File: src/rtl/ltc2320_decimator.sv
// Block averager for the LTC2320 8-channel frame stream: sums 2**LOG2_N frames per channel
// through one shared adder (one channel per cycle) and emits rounded averages with a strobe.
module ltc2320_decimator #(
  parameter int LOG2_N = 4
) (
  input  logic        clk_sys,
  input  logic        reset_sys,
  input  logic        ain_valid,
  input  logic [12:0] ain1_data,
  input  logic [12:0] ain2_data,
  input  logic [12:0] ain3_data,
  input  logic [12:0] ain4_data,
  input  logic [12:0] ain5_data,
  input  logic [12:0] ain6_data,
  input  logic [12:0] ain7_data,
  input  logic [12:0] ain8_data,
  input  logic        clear_overrun,
  output logic        avg_valid,
  output logic [12:0] avg1_data,
  output logic [12:0] avg2_data,
  output logic [12:0] avg3_data,
  output logic [12:0] avg4_data,
  output logic [12:0] avg5_data,
  output logic [12:0] avg6_data,
  output logic [12:0] avg7_data,
  output logic [12:0] avg8_data,
  output logic        busy,
  output logic        overrun
);

  localparam int AW = 13 + LOG2_N;
  localparam int RW = AW + 1;
  localparam int CW = (LOG2_N > 0) ? LOG2_N : 1;
  localparam logic [CW-1:0]        LAST_FRAME = CW'((2 ** LOG2_N) - 1);
  localparam logic signed [RW-1:0] RND        = RW'((2 ** LOG2_N) / 2);

  typedef enum logic [1:0] {
    IDLE,
    ACCUM,
    DONE
  } state_t;

  state_t                 state_q, state_d;
  logic [2:0]             ch_q, ch_d;
  logic [CW-1:0]          fcnt_q, fcnt_d;
  logic [12:0]            cap_q   [8];
  logic [12:0]            cap_d   [8];
  logic signed [AW-1:0]   acc_q   [8];
  logic signed [AW-1:0]   acc_d   [8];
  logic [12:0]            stage_q [8];
  logic [12:0]            stage_d [8];
  logic [12:0]            avg_q   [8];
  logic [12:0]            avg_d   [8];
  logic                   avg_valid_q, avg_valid_d;
  logic                   overrun_q, overrun_d;

  logic [12:0]            ain [8];
  logic signed [12:0]     cap_cur;
  logic signed [AW-1:0]   cap_ext;
  logic signed [AW-1:0]   sum;
  logic signed [RW-1:0]   rounded;
  logic signed [12:0]     avg_rnd;

  always_comb begin
    ain[0] = ain1_data;
    ain[1] = ain2_data;
    ain[2] = ain3_data;
    ain[3] = ain4_data;
    ain[4] = ain5_data;
    ain[5] = ain6_data;
    ain[6] = ain7_data;
    ain[7] = ain8_data;
  end

  // Shared adder: the one channel selected by ch_q, plus round-half-up scaling.
  always_comb begin
    cap_cur = cap_q[ch_q];
    cap_ext = cap_cur;
    sum     = acc_q[ch_q] + cap_ext;
    rounded = RW'(sum) + RND;
    avg_rnd = 13'(rounded >>> LOG2_N);
  end

  always_comb begin
    state_d     = state_q;
    ch_d        = ch_q;
    fcnt_d      = fcnt_q;
    cap_d       = cap_q;
    acc_d       = acc_q;
    stage_d     = stage_q;
    avg_d       = avg_q;
    avg_valid_d = 1'b0;
    overrun_d   = overrun_q;

    case (state_q)
      IDLE: begin
        if (ain_valid) begin
          cap_d   = ain;
          ch_d    = '0;
          state_d = ACCUM;
        end
      end
      ACCUM: begin
        if (fcnt_q != LAST_FRAME) begin
          acc_d[ch_q] = sum;
        end else begin
          stage_d[ch_q] = avg_rnd;
          acc_d[ch_q]   = '0;
        end
        ch_d = ch_q + 3'd1;
        if (ch_q == 3'd7) begin
          if (fcnt_q == LAST_FRAME) begin
            fcnt_d  = '0;
            state_d = DONE;
          end else begin
            fcnt_d  = fcnt_q + 1'b1;
            state_d = IDLE;
          end
        end
      end
      DONE: begin
        avg_d       = stage_q;
        avg_valid_d = 1'b1;
        state_d     = IDLE;
      end
      default: state_d = IDLE;
    endcase

    // A dropped frame in the same cycle as a clear must leave the flag set.
    if (clear_overrun) overrun_d = 1'b0;
    if (ain_valid && (state_q != IDLE)) overrun_d = 1'b1;
  end

  always_ff @(posedge clk_sys) begin
    if (reset_sys) begin
      state_q     <= IDLE;
      ch_q        <= '0;
      fcnt_q      <= '0;
      cap_q       <= '{default: '0};
      acc_q       <= '{default: '0};
      stage_q     <= '{default: '0};
      avg_q       <= '{default: '0};
      avg_valid_q <= 1'b0;
      overrun_q   <= 1'b0;
    end else begin
      state_q     <= state_d;
      ch_q        <= ch_d;
      fcnt_q      <= fcnt_d;
      cap_q       <= cap_d;
      acc_q       <= acc_d;
      stage_q     <= stage_d;
      avg_q       <= avg_d;
      avg_valid_q <= avg_valid_d;
      overrun_q   <= overrun_d;
    end
  end

  assign avg_valid = avg_valid_q;
  assign busy      = (state_q != IDLE);
  assign overrun   = overrun_q;
  assign avg1_data = avg_q[0];
  assign avg2_data = avg_q[1];
  assign avg3_data = avg_q[2];
  assign avg4_data = avg_q[3];
  assign avg5_data = avg_q[4];
  assign avg6_data = avg_q[5];
  assign avg7_data = avg_q[6];
  assign avg8_data = avg_q[7];

endmodule

File: config.mk
export PLATFORM = sky130hd
export DESIGN_NAME = ltc2320_decimator
export DESIGN_NICKNAME = d
export VERILOG_FILES = /design/src/rtl/ltc2320_decimator.sv
export SDC_FILE = /design/constraint.sdc
export NUM_CORES = 1
export LEC_CHECK = 0
export BUFFER_PORTS_ARGS = -buffer_cell sky130_fd_sc_hd__buf_2
export CORE_MARGIN = 2
export CORE_UTILIZATION = 55
export CTS_CLUSTER_SIZE = 14
export DETAILED_ROUTE_END_ITERATION = 10
export PLACE_DENSITY = 0.76
export SYNTH_ARGS = -nofsm -noshare
export SYNTH_HDL_FRONTEND = slang
export SYNTH_SLANG_ARGS = --single-unit
File: constraint.sdc
create_clock -name clk_sys -period 6.5 [get_ports clk_sys]
set_input_delay 1.95 -clock clk_sys [delete_from_list [all_inputs] [get_ports clk_sys]]
set_output_delay 1.95 -clock clk_sys [all_outputs]
set_load 0.03 [all_outputs]
==> impl_metrics.ini <==
[sta]
hold_viol = 0
fin_crit_sh_pct = 87.8
finalSetupViolations = 0
tns_ps = 0
rsz0062_at_grt = false
skew_ps = 20.4
maxSlewViolCount = 0
tightest_slew_ps = 1270
max_slew_margin_pct = 15.4
fmax_mhz = 175
period_minus_slack_ps = 5700

[outcome]
outcome = completed

[layout]
fill_cells = 2881
design_area_sq_um = 21400
fin_nets = 2592
post-route-util_pct = 64.0
drive_gt1_share_pct = 14.7
diodes = 0
multi_input_area_sq_um = 8720
syn2layout_area_growth_pct = 15.1
area.sequential_sq_um = 9190

[detailed_routing]
firstDrtPassIters = 6
wl_microns = 53500
drt_iter0_drc = 1713
wire_per_inst_microns = 18.2
routed_via_density = 5.77
ant_nets = 0
drc = 0
route.vias.total = 17000

[clock_network]
clk_transition_reported_paths_ps = 60
cts_tree = yes
postCtsResizedCells = 0
cts_buffers = 45
h-tree-depth = 2
cts_hold_buf = 0
clock_sinks = 459
insertion_delay_ps = 550
clock-root-buffer = clkbuf_16
cts_setup_buffers = 0
clockBufferDepth = 3

[die]
dieArea_sq_um = 35300
row_count = 67
num_io_pins = 215
die_x_microns = 188
coreArea_sq_um = 33400
die_y_microns = 188
start_util_pct = 55.6

[pwr]
swShare_pct = 23.9
p_seq_share_pct = 48.2
p_clk_share_pct = 44.4
total_power_w = 0.00601
vdd_ir_drop_max_v = 0.000199
netSwitchingPower_w = 0.00144
p_comb_share_pct = 7.4
power.density_nw_per_um2 = 281
p_int_w = 0.00458
p_leak_nw = 7.89

[setup_path]
r2r_slack_ps = 800
crit_chain = and2_1 -> buf_4 -> a22oi_1 -> nand4_1 -> ha_1 -> and3_1 -> a211o_4 -> a31o_2 -> xnor2_1 -> nor4_1 -> nand4_2 -> xnor2_2 -> a211oi_1
regToRegStartpoint = ch_q[0]
path_delay_family = simple AND/OR/NAND/NOR gates
cp_slowest_cell = and2_1
crit_path_start = ch_q[0]
required_ps = 6900
worstPathMaxFanout = 24
slowest_delay_ps = 1000
critPathLaunchType = flip-flop
ff2ff_path_depth = 13
r2r-end = stage_q[75]
crit_path_end_kind = flip-flop
critPathBufInv = 1
critPathKind = reg -> reg
cp_data_arrival_time_ps = 6100

[placement]
hpwl_microns = 34500
gp_congestion = 0.918
place_area_sq_um = 19900
port_buffers = 214

[global_route]
grt_pass1_vias = 15700
grt_pass1_wl_microns = 84400
grt_max_degree = 179
grt.total_usage_pct = 29.5
antenna_found_initial = 0
grt-ovfl-total = 0

[synthesis]
ys_ff_latch = 459
synth_seq_area_share_pct = 49.4
synth_area_sq_um = 18600
syn_area_per_cell_sq_um = 7.90
synthCells = 2355
synthArstFlopShare_pct = 0
syn-num-nets = 2484
yosys_warnings = 0
synth_ff_type = dfxtp_1
synth_edf_count = 0
synth.distinct_cells = 62

[run]
maxCapViolCount = 0

[min_path]
worstHoldStart = stage_q[49]
hold_depth = 2
min_path_type = reg -> reg
hold-path-endpoint = avg5_data[10]
==> metrics by stage <==
step | hold slack, ps | worst slack [ps] | cells
after floorplan | 432 | 1900 | 2355
after global placement | 440 | 1100 | 2864
after detailed placement | 443 | 912 | 2864
after CTS | 447 | 888 | 2944
after global routing | 467 | 498 | 2944
final | 449 | 796 | 2944
==> Yosys cell counts, types with 2 or more instances <==
master,count,area [sq um]
xnor2_1,14,123
nand2b_1,3,18.8
dfxtp_1,459,9190
nor3_1,31,155
nand2_1,730,2740
nand3b_1,12,90.1
a21o_1,8,60.1
nand4_1,31,194
and2_1,17,106
o21a_1,5,37.5
or3_1,2,12.5
and4_1,2,17.5
o21bai_2,2,22.5
o311ai_0,5,43.8
ha_1,20,250
nand3_1,13,65.1
xor2_1,9,78.8
mux2_2,2,22.5
nor2_1,162,608
a211oi_1,65,488
o21ai_0,17,85.1
xnor2_2,4,65.1
buf_2,3,15.0
a22oi_1,114,856
nor2b_1,6,37.5
inv_1,3,11.3
nor4_1,2,12.5
o311ai_1,3,26.3
buf_1,20,75.1
clkbuf_2,3,15.0
a211o_1,3,26.3
and3_1,12,75.1
a211oi_2,9,113
mux2i_1,5,50.1
clkbuf_1,166,623
a21oi_1,367,1840
==> state kept, by name (all words and copies together), names as in the netlist <==
name / count
fcnt_q: 4
ch_q: 3
avg6_data: 13
avg7_data: 13
state_q: 2
stage_q: 104
avg_valid: 1
acc_q: 136
avg3_data: 13
avg8_data: 13
avg4_data: 13
avg1_data: 13
cap_q: 104
avg2_data: 13
avg5_data: 13
overrun: 1
==> kinds of logic after synthesis <==
kind of cell / share of synthesized area, %
simple gates: 22.7
mux: 0.390
fa+ha+maj: 1.45
compound gates: 20.4
xor+xnor: 1.58
flops: 49.4
buf+inv: 4.02
==> per-layer routing <==
layer  share of wire [%]  track usage [%]  up-vias
met2                  46             48.8      739
met3                 8.6             4.72      119
met5                   0                0        -
li1                    -                -     8222
met1                  42             39.2     7896
met4                 3.3             10.4        0
==> how the worst max path moves through the flow <==
stage,end,slack (ps),cells past startpoint
global route,stage_q[49],500,12
CTS,stage_q[10],890,12
detailed placement,stage_q[10],910,12
floorplan,stage_q[12],1900,18
global placement,stage_q[88],1100,12
finish,stage_q[75],800,13
==> worst register-to-register path, cell delays in order (launching register included) <==
cell	delay [ps]
dfxtp_1	910
and2_1	1010
buf_4	340
a22oi_1	80
nand4_1	170
ha_1	310
and3_1	210
a211o_4	370
a31o_2	280
xnor2_1	180
nor4_1	570
nand4_2	440
xnor2_2	540
a211oi_1	150
==> final cells by class <==
type,instances,share of cell area [%]
flip-flops and latches,459,42.9
multi-input cells,1700,40.8
inverters,3,0.0526
well taps,448,2.62
clock buffers,63,6.05
clock inverters,17,1.06
repair buffers,254,6.51
==> placed cells by master, fill, tap and decap left out, types with 3 or more instances in the layout <==
cell type	synthesis	final
xor2_1	9	9
o311ai_1	3	3
nand3_1	13	13
bufinv_16	0	5
buf_4	1	39
clkbuf_16	0	46
o311ai_0	5	5
clkbuf_8	0	8
ha_1	20	20
xnor2_2	4	4
and3_1	12	12
xnor2_1	14	14
a21o_1	8	8
a211oi_1	65	65
nor2b_1	6	4
buf_2	3	213
a22oi_1	114	114
a211oi_2	9	9
o21a_1	5	5
a211o_1	3	3
inv_1	3	3
clkbuf_1	166	9
o21ai_0	17	17
a21oi_1	367	367
nand3b_1	12	12
nor2_1	162	161
and2_1	17	16
nand2_1	730	729
nand4_1	31	31
dfxtp_1	459	459
clkinv_2	0	9
nor3_1	31	28
mux2i_1	5	5
==> power by group through the flow <==
stage               combinational, W  sequential, W  clock (W)
floorplan                   0.000291        0.00294          0
global placement            0.000429        0.00296          0
detailed placement          0.000435        0.00296          0
CTS                         0.000438        0.00289    0.00270
global route                0.000478        0.00290    0.00281
finish                      0.000445        0.00290    0.00267
Power figures use the tool's default switching activity.
